### src/rtl/qn_fifo_pkg.sv
// qn_fifo_pkg: shared sizing, source tags and read-FSM encoding for the FIFO share controller.
package qn_fifo_pkg;
  localparam int DEPTH = 128;
  localparam int OCC_W = 8;
  localparam logic TAG_A = 1'b0;
  localparam logic TAG_B = 1'b1;
  typedef enum logic [1:0] {IDLE, RD, WAIT, HOLD} rd_state_e;
endpackage

### src/rtl/fifo_share_ctrl_if.sv
// fifo_share_ctrl_if: source, FIFO and consumer signals of the share controller.
interface fifo_share_ctrl_if #(parameter int OCC_W = qn_fifo_pkg::OCC_W);
  logic REQ_A, REQ_B, ACK_A, ACK_B;
  logic [14:0] DATA_A, DATA_B;
  logic FIFO_WR_EN, FIFO_FULL, FIFO_RD_EN, FIFO_VALID, FIFO_EMPTY;
  logic [15:0] FIFO_DIN, FIFO_DOUT, DATA_OUT;
  logic DATAREADY, DATA_ACK, RD_ERR;
  logic [OCC_W-1:0] OCC;
  logic [7:0] LED;
  modport master (
    input REQ_A, REQ_B, DATA_A, DATA_B, FIFO_FULL, FIFO_DOUT, FIFO_VALID, FIFO_EMPTY, DATA_ACK,
    output ACK_A, ACK_B, FIFO_WR_EN, FIFO_DIN, FIFO_RD_EN, DATA_OUT, DATAREADY, OCC, LED, RD_ERR
  );
  modport slave (
    output REQ_A, REQ_B, DATA_A, DATA_B, FIFO_FULL, FIFO_DOUT, FIFO_VALID, FIFO_EMPTY, DATA_ACK,
    input ACK_A, ACK_B, FIFO_WR_EN, FIFO_DIN, FIFO_RD_EN, DATA_OUT, DATAREADY, OCC, LED, RD_ERR
  );
endinterface

### src/rtl/rr_arb2.sv
// rr_arb2: two-request round-robin arbiter with per-request masks and a global enable.
module rr_arb2 (
  input  logic req_a_i,
  input  logic req_b_i,
  input  logic mask_a_i,
  input  logic mask_b_i,
  input  logic en_i,
  input  logic ptr_i,
  output logic grant_a_o,
  output logic grant_b_o,
  output logic ptr_o
);
  import qn_fifo_pkg::*;
  logic elig_a, elig_b;
  assign elig_a = en_i && req_a_i && !mask_a_i;
  assign elig_b = en_i && req_b_i && !mask_b_i;
  assign grant_a_o = elig_a && (!elig_b || ptr_i == TAG_A);
  assign grant_b_o = elig_b && (!elig_a || ptr_i == TAG_B);
  assign ptr_o = grant_a_o ? TAG_B : grant_b_o ? TAG_A : ptr_i;
endmodule

### src/rtl/fifo_share_ctrl.sv
// fifo_share_ctrl: arbitrates two sources onto one FIFO and hands words to a consumer one at a time.
module fifo_share_ctrl #(
  parameter int DEPTH = qn_fifo_pkg::DEPTH,
  parameter int OCC_W = qn_fifo_pkg::OCC_W
) (
  input logic clk100,
  input logic RST_N,
  fifo_share_ctrl_if.master bus
);
  import qn_fifo_pkg::*;
  logic ack_a_q, ack_b_q, wr_en_q, ptr_q, ptr_d, grant_a, grant_b, wr_ok, rd_en, rd_err_q, rd_err_d;
  logic [15:0] din_q, din_d, dout_q, dout_d;
  logic [OCC_W-1:0] occ_q, occ_d;
  logic [OCC_W:0] occ_nxt;
  logic [7:0] led_q, led_d;
  rd_state_e state_q, state_d;
  // Only the write already committed counts; a read in flight earns no credit.
  assign occ_nxt = {1'b0, occ_q} + (OCC_W+1)'(wr_en_q);
  assign wr_ok = occ_nxt < (OCC_W+1)'(DEPTH) && !bus.FIFO_FULL;
  rr_arb2 u_arb (
    .req_a_i  (bus.REQ_A),
    .req_b_i  (bus.REQ_B),
    .mask_a_i (ack_a_q),
    .mask_b_i (ack_b_q),
    .en_i     (wr_ok),
    .ptr_i    (ptr_q),
    .grant_a_o(grant_a),
    .grant_b_o(grant_b),
    .ptr_o    (ptr_d)
  );
  always_ff @(posedge clk100 or negedge RST_N)
    if (!RST_N) state_q <= IDLE;
    else state_q <= state_d;
  always_comb begin
    state_d = state_q;
    case (state_q)
      IDLE:    state_d = (occ_q != '0 && !bus.FIFO_EMPTY) ? RD : IDLE;
      RD:      state_d = WAIT;
      WAIT:    state_d = bus.FIFO_VALID ? HOLD : IDLE;
      HOLD:    state_d = bus.DATA_ACK ? IDLE : HOLD;
      default: state_d = IDLE;
    endcase
  end
  always_comb begin
    rd_en = state_q == RD;
    dout_d = (state_q == WAIT && bus.FIFO_VALID) ? bus.FIFO_DOUT : dout_q;
    rd_err_d = rd_err_q || (state_q == WAIT && !bus.FIFO_VALID);
    led_d = led_q + 8'(state_q == HOLD && bus.DATA_ACK);
    din_d = grant_b ? {TAG_B, bus.DATA_B} : grant_a ? {TAG_A, bus.DATA_A} : din_q;
    occ_d = occ_q + OCC_W'(wr_en_q) - OCC_W'(rd_en);
  end
  always_ff @(posedge clk100 or negedge RST_N)
    if (!RST_N) begin
      ack_a_q  <= 1'b0;
      ack_b_q  <= 1'b0;
      wr_en_q  <= 1'b0;
      din_q    <= '0;
      ptr_q    <= TAG_A;
      occ_q    <= '0;
      dout_q   <= '0;
      led_q    <= '0;
      rd_err_q <= 1'b0;
    end else begin
      ack_a_q  <= grant_a;
      ack_b_q  <= grant_b;
      wr_en_q  <= grant_a || grant_b;
      din_q    <= din_d;
      ptr_q    <= ptr_d;
      occ_q    <= occ_d;
      dout_q   <= dout_d;
      led_q    <= led_d;
      rd_err_q <= rd_err_d;
    end
  assign bus.ACK_A = ack_a_q;
  assign bus.ACK_B = ack_b_q;
  assign bus.FIFO_WR_EN = wr_en_q;
  assign bus.FIFO_DIN = din_q;
  assign bus.FIFO_RD_EN = rd_en;
  assign bus.DATA_OUT = dout_q;
  assign bus.DATAREADY = state_q == HOLD;
  assign bus.OCC = occ_q;
  assign bus.LED = led_q;
  assign bus.RD_ERR = rd_err_q;
endmodule

### src/flat_wrapper.sv
// flat-port wrapper written by rule: the top's interface ports become plain ports
module fifo_share_ctrl_flat import qn_fifo_pkg::*;
#(
  parameter int DEPTH = qn_fifo_pkg::DEPTH,
  parameter int OCC_W = qn_fifo_pkg::OCC_W
)
  (clk100, RST_N, bus_REQ_A, bus_REQ_B, bus_DATA_A, bus_DATA_B, bus_FIFO_FULL, bus_FIFO_DOUT, bus_FIFO_VALID, bus_FIFO_EMPTY, bus_DATA_ACK, bus_ACK_A, bus_ACK_B, bus_FIFO_WR_EN, bus_FIFO_DIN, bus_FIFO_RD_EN, bus_DATA_OUT, bus_DATAREADY, bus_OCC, bus_LED, bus_RD_ERR);
  fifo_share_ctrl_if #(.OCC_W(OCC_W)) bus_i ();
  input logic clk100;
  input logic RST_N;
  input wire logic [$bits(bus_i.REQ_A)-1:0] bus_REQ_A;
  input wire logic [$bits(bus_i.REQ_B)-1:0] bus_REQ_B;
  input wire logic [$bits(bus_i.DATA_A)-1:0] bus_DATA_A;
  input wire logic [$bits(bus_i.DATA_B)-1:0] bus_DATA_B;
  input wire logic [$bits(bus_i.FIFO_FULL)-1:0] bus_FIFO_FULL;
  input wire logic [$bits(bus_i.FIFO_DOUT)-1:0] bus_FIFO_DOUT;
  input wire logic [$bits(bus_i.FIFO_VALID)-1:0] bus_FIFO_VALID;
  input wire logic [$bits(bus_i.FIFO_EMPTY)-1:0] bus_FIFO_EMPTY;
  input wire logic [$bits(bus_i.DATA_ACK)-1:0] bus_DATA_ACK;
  output wire logic [$bits(bus_i.ACK_A)-1:0] bus_ACK_A;
  output wire logic [$bits(bus_i.ACK_B)-1:0] bus_ACK_B;
  output wire logic [$bits(bus_i.FIFO_WR_EN)-1:0] bus_FIFO_WR_EN;
  output wire logic [$bits(bus_i.FIFO_DIN)-1:0] bus_FIFO_DIN;
  output wire logic [$bits(bus_i.FIFO_RD_EN)-1:0] bus_FIFO_RD_EN;
  output wire logic [$bits(bus_i.DATA_OUT)-1:0] bus_DATA_OUT;
  output wire logic [$bits(bus_i.DATAREADY)-1:0] bus_DATAREADY;
  output wire logic [$bits(bus_i.OCC)-1:0] bus_OCC;
  output wire logic [$bits(bus_i.LED)-1:0] bus_LED;
  output wire logic [$bits(bus_i.RD_ERR)-1:0] bus_RD_ERR;
  assign bus_i.REQ_A = bus_REQ_A;
  assign bus_i.REQ_B = bus_REQ_B;
  assign bus_i.DATA_A = bus_DATA_A;
  assign bus_i.DATA_B = bus_DATA_B;
  assign bus_i.FIFO_FULL = bus_FIFO_FULL;
  assign bus_i.FIFO_DOUT = bus_FIFO_DOUT;
  assign bus_i.FIFO_VALID = bus_FIFO_VALID;
  assign bus_i.FIFO_EMPTY = bus_FIFO_EMPTY;
  assign bus_i.DATA_ACK = bus_DATA_ACK;
  assign bus_ACK_A = bus_i.ACK_A;
  assign bus_ACK_B = bus_i.ACK_B;
  assign bus_FIFO_WR_EN = bus_i.FIFO_WR_EN;
  assign bus_FIFO_DIN = bus_i.FIFO_DIN;
  assign bus_FIFO_RD_EN = bus_i.FIFO_RD_EN;
  assign bus_DATA_OUT = bus_i.DATA_OUT;
  assign bus_DATAREADY = bus_i.DATAREADY;
  assign bus_OCC = bus_i.OCC;
  assign bus_LED = bus_i.LED;
  assign bus_RD_ERR = bus_i.RD_ERR;
  fifo_share_ctrl #(.DEPTH(DEPTH), .OCC_W(OCC_W)) u_core (.clk100(clk100), .RST_N(RST_N), .bus(bus_i));
endmodule
### config.mk
export PLATFORM = sky130hd
export DESIGN_NAME = fifo_share_ctrl_flat
export DESIGN_NICKNAME = d
export VERILOG_FILES = /design/src/rtl/qn_fifo_pkg.sv /design/src/rtl/fifo_share_ctrl_if.sv /design/src/rtl/rr_arb2.sv /design/src/rtl/fifo_share_ctrl.sv /design/src/flat_wrapper.sv
export SDC_FILE = /design/constraint.sdc
export NUM_CORES = 1
export LEC_CHECK = 0
export ABC_CLOCK_PERIOD_IN_PS = 2900
export CAP_MARGIN = 20
export CORE_ASPECT_RATIO = 0.6
export CORE_MARGIN = 8
export CORE_UTILIZATION = 35
export DETAILED_ROUTE_END_ITERATION = 10
export DONT_BUFFER_PORTS = 1
export GPL_ROUTABILITY_DRIVEN = 0
export GPL_TIMING_DRIVEN = 0
export PLACE_DENSITY_LB_ADDON = 0.3
export SLEW_MARGIN = 25
export SYNTH_ARGS = -nofsm -noshare
export SYNTH_HDL_FRONTEND = slang
export SYNTH_SLANG_ARGS = --single-unit
### constraint.sdc
create_clock -name clk100 -period 2.9 [get_ports clk100]
set_input_delay 0.58 -clock clk100 [delete_from_list [all_inputs] [get_ports clk100]]
set_output_delay 0.58 -clock clk100 [all_outputs]
set_load 0.02 [all_outputs]
---- Word-level counts from Yosys, hierarchy flattened ----
Cells that the tools add are included.
storage, ports and cells
  register bits ........................... 55
  input port bits ......................... 54
  logic and storage cells ................. 52
operators by class
  add/sub/neg operators ................... 4
  order comparisons ....................... 1
  equal/unequal tests ..................... 3
  muxes and demuxes ....................... 8
  bitwise gates (word level) .............. 1
  reduce and logical (&&, ||, !) cells .... 25
operators by type and width
  kind                                                        count
  two-way mux 16 bit                                          2
  adder 8 x 1 -> 8 bit                                        2
  logical AND 1 bit                                           11
  adder 8 x 1 -> 9 bit                                        1
  less-than comparator 9 x 8 -> 1 bit, second input constant  1
  case mux 2 bit (4 select lines)                             1
  nonzero test 8 bit                                          1
  subtractor 8 x 1 -> 8 bit                                   1
  zero test 1 bit                                             7
  == test 2 bit, second input constant                        2
  logical OR 1 bit                                            4
  two-way mux 2 bit                                           2
  two-way mux 1 bit                                           3
  == test 2 x 1 -> 1 bit, second input constant               1
  zero test 2 bit                                             1
  nonzero test 2 bit                                          1
  inverter 1 bit                                              1

---- Logic depth before layout (Yosys ltp) ----
  word-level depth ........................ 10
  gate-level depth with buffers ........... 11
  gate-level depth less buffers ........... 11

---- Hierarchy ----
Synthesis repeated with hierarchy kept, for this count alone.
unflattened totals
  cells, all modules ...................... 221
  area, all modules ....................... 2658.8 um2
by module, submodules not included
  module           instances  cells each  area each (um2)
  fifo_share_ctrl  1          212         2588.7
  rr_arb2          1          9           70.1

---- Worst setup path after synthesis ----
No wires, ideal clock.
  kind .................................... reg2reg
  start point ............................. register u_core.state_q[0]
  end point ............................... register u_core.occ_q[6] (netlist: u_core.bus.OCC[6])
  setup time .............................. 0.126 ns
  arrival time ............................ 2.392 ns
  required time ........................... 2.774 ns
  slack ................................... 0.382 ns
  stages on the path, launching flop included .. 12
  path buffers ............................ 0
  clock period less this slack ............ 2.518 ns
  cells stage by stage .................... dfrtp_1 > nor2b_1 > ha_1 > inv_1 > ha_1 > inv_1 > fa_1 > nor2b_1 > o21a_1 > o21a_1 > nor2_1 > o311a_1
between the ends
  cells in the longest elaborated chain, start to end .. 2
ends and longest elaborated chain
  what                       RTL line               RTL
  from (decl)                fifo_share_ctrl.sv:16  rd_state_e state_q, state_d;
  from (signal assigned)     fifo_share_ctrl.sv:33  else state_q <= state_d;
  == test 2 x 1 -> 1 bit     fifo_share_ctrl.sv:45  rd_en = state_q == RD;
  named net bus_FIFO_RD_EN   flat_wrapper.sv:24     output wire logic [$bits(bus_i.FIFO_RD_EN)-1:0] bus_FIFO_RD_EN;
  subtractor 8 x 1 -> 8 bit  fifo_share_ctrl.sv:50  occ_d = occ_q + OCC_W'(wr_en_q) - OCC_W'(rd_en);
  named net u_core.occ_d[6]  fifo_share_ctrl.sv:13  logic [OCC_W-1:0] occ_q, occ_d;
  to (signal assigned)       fifo_share_ctrl.sv:59  occ_q <= '0;
  to (signal assigned)       fifo_share_ctrl.sv:69  occ_q <= occ_d;
  to (decl)                  fifo_share_ctrl.sv:13
The timed path passes the listed nets, and every way through them passes these cells.
A chain may end at the register's enable or synchronous reset.

---- Worst setup path after layout ----
Ends and elaborated chain as after synthesis.

==> run metrics <==
outcome finished clean; die height 84.51 um; P_leak 1.527 nW; Max-cap violations 0; vias in the first global route 1946; Core Rows 25; Inserted Diodes 0; syn_nets 322; post-synth top area cell dfrtp_1; Synth top area share 0.5027; placed instance count 356; setup_tns 0 ns; routed via count 1845; Final Cell Area 3044 um2; crit path launch type flop; CTS root buffer clkbuf_16; fin. max-slew vios 0; Top FF cell, synth dfrtp_1; Routed WL 6314 um; Slew HR 0.6245; critical path's slowest cell dfrtp_1; TritonCTS buffer count 5; GRT Total Usage 0.1142; commonest cells in the netlist 55 x dfrtp_1, 32 x inv_1, 24 x nand2_1; Crit path arrival time 2.83 ns; Worst Path Class, Setup flop to flop; CTS tree built; largest net degree at the start of global routing 56; antenna-violating nets left 0; number of synthesized flops with an enable pin 0; Hold WC Path Type input pin to asynchronous set/reset pin; Area after DPL 2873 um2; I/O pin total 108; Fmax 375.2 MHz; Final Non-Filler Cells 365; Peak VDD IR 444.2 uV; WP data required 3.07 ns; initial antenna violation count 0; most common cell in the synthesized netlist dfrtp_1; sequential area share after synthesis 0.5027; Synth Area per Inst 11.04 um2; I/O Buffers 0; first-pass GRT wire length 10020 um; HPWL after DPL 5001 um; drt wl/cell 17.30 um; core region area 7726 um2; initial core utilization 0.3543; delay-heaviest family, CP adder cells; Slew @ Worst Pin 0.5632 ns; RSZ-0062 raised after global routing false; layout cells sized above 1 0.1284; clk_lat worst skew 0.29 ns; die area 11000 um2; r2r worst-path depth 11; drt first pass iters 4; endpoints failing setup 0; TritonCTS Sinks 55; Chip Width 130.2 um; Final Hold Fails 0; Ys Warns 0; Synth cell types 36; final worst-path cycle share 0.9189; First DRT Iteration DRCs 83; clk_skew 0.006451 ns; Setup crit end kind flop; H-tree levels 2; area delta synth->final 11.20%; Worst Path Buf+Inv 2; Crit path largest cell delay 0.42 ns; largest fanout on the critical path 7; post-synthesis cell area 2738 um2; fin crit period 2.665 ns; post-synthesis register bit count 55; Critical Path Stages 11; CTS max path bufs 2; grt ovf 0; Synth area leaders dfrtp_1 50%, ha_1 8.7%, mux2_2 6.6%; post-synthesis cell count 248; Via density 5.055; critical path cell sequence nor2b_2, ha_1, inv_1, ha_1, inv_1, fa_1, nor2b_1, o21a_1, o21a_1, nor2_1, o311a_1; DRC viols 0; Clock transition at path regs 0.07 ns; WHS 0.1345 ns; final net count 330; post-CTS setup buffer count 0; Cell Pwr Density 1186 nW/um2; Async S/R FF share, synth 1.000; Pwr Total 3.611 mW
per-stage QoR:
| stage | worst slack [ns] | util |
|---|---|---|
| finish | 0.2351 | 0.3940 |
| CTS | 0.02328 | 0.3937 |
| floorplan | 0.3822 | - |
| detailed placement | 0.04627 | 0.3718 |
| global route | 0.01621 | 0.3940 |
| global placement | 0.05621 | 0.3718 |
flip-flops by register name, indices dropped and copies added, names as in the netlist:
signal,flops
u_core.bus.DATA_OUT,16
u_core.bus.FIFO_DIN,16
u_core.bus.LED,8
u_core.bus.OCC,8
u_core.state_q,2
u_core.bus.ACK_A,1
u_core.bus.ACK_B,1
u_core.bus.FIFO_WR_EN,1
u_core.bus.RD_ERR,1
u_core.ptr_q,1
cells by family (layout without fill, tap and decap cells):
logic type / count (synthesis) / after routing / synth area share
buffers and inverters: 39 / 48 / 0.05622
adder cells (fa/ha/maj): 20 / 20 / 0.09415
AND/OR/NAND/NOR: 60 / 60 / 0.1106
AO/OA/AOI/OAI: 48 / 48 / 0.1385
multiplexers: 16 / 16 / 0.06581
flip-flops: 55 / 55 / 0.5027
XOR/XNOR: 10 / 10 / 0.03199
repair_timing:
action | CTS | global route
resized for setup | 0 | 1
hold buffers | 1 | 0
hold endpoints to repair | 55 | 0
endpoints found under the setup margin | 0 | 2
layout make-up:
cell class / count / area [um2]
clock inverters: 2 / 12.51
clock buffers: 6 / 128.9
flip-flops and latches: 55 / 1376
well taps: 108 / 135.1
multi-input cells: 154 / 1210
plain buffers: 7 / 33.78
fillers: 743 / 4682
inverters: 32 / 120.1
repair buffers: 1 / 27.53
metal layers:
layer,part of all wire,track usage
met5,0,0
met4,0.0065,0.02516
met3,0.14,0.06641
met2,0.40,0.1601
met1,0.45,0.1470
worst paths after layout:
kind | startpoint | end | slack, ns
min reg2reg | u_core.ptr_q | u_core.ptr_q | 0.52
min in group clk100 | bus_DATA_ACK | u_core.state_q[0] | 0.42
max reg2reg | u_core.state_q[0] | u_core.bus.OCC[6] | 0.24
max in group asynchronous | RST_N | u_core.bus.FIFO_WR_EN | 2.50
max | u_core.state_q[0] | u_core.bus.OCC[6] | 0.24
min | RST_N | u_core.bus.LED[3] | 0.13
report_power, final:
part	total (mW)	internal, mW	switching (mW)
clock network	0.578	0.319	0.259
registers	1.82	1.10	0.712
logic	1.22	0.583	0.633
layout by cell type, fill, tap and decap left out, types with 4 or more instances in the layout:
master     Yosys  final
clkbuf_16      0      5
xor2_1         4      4
xnor2_1        6      6
nand3_1        4      4
dfrtp_1       55     55
a221oi_1      15     15
nor2_1        10     10
and3_1         4      4
ha_1          19     19
a21oi_1        4      4
nand2_1       24     24
clkbuf_1       3      4
mux2_2        16     16
a21o_1        16     16
inv_1         32     32
(Power assumes the default switching activity.)
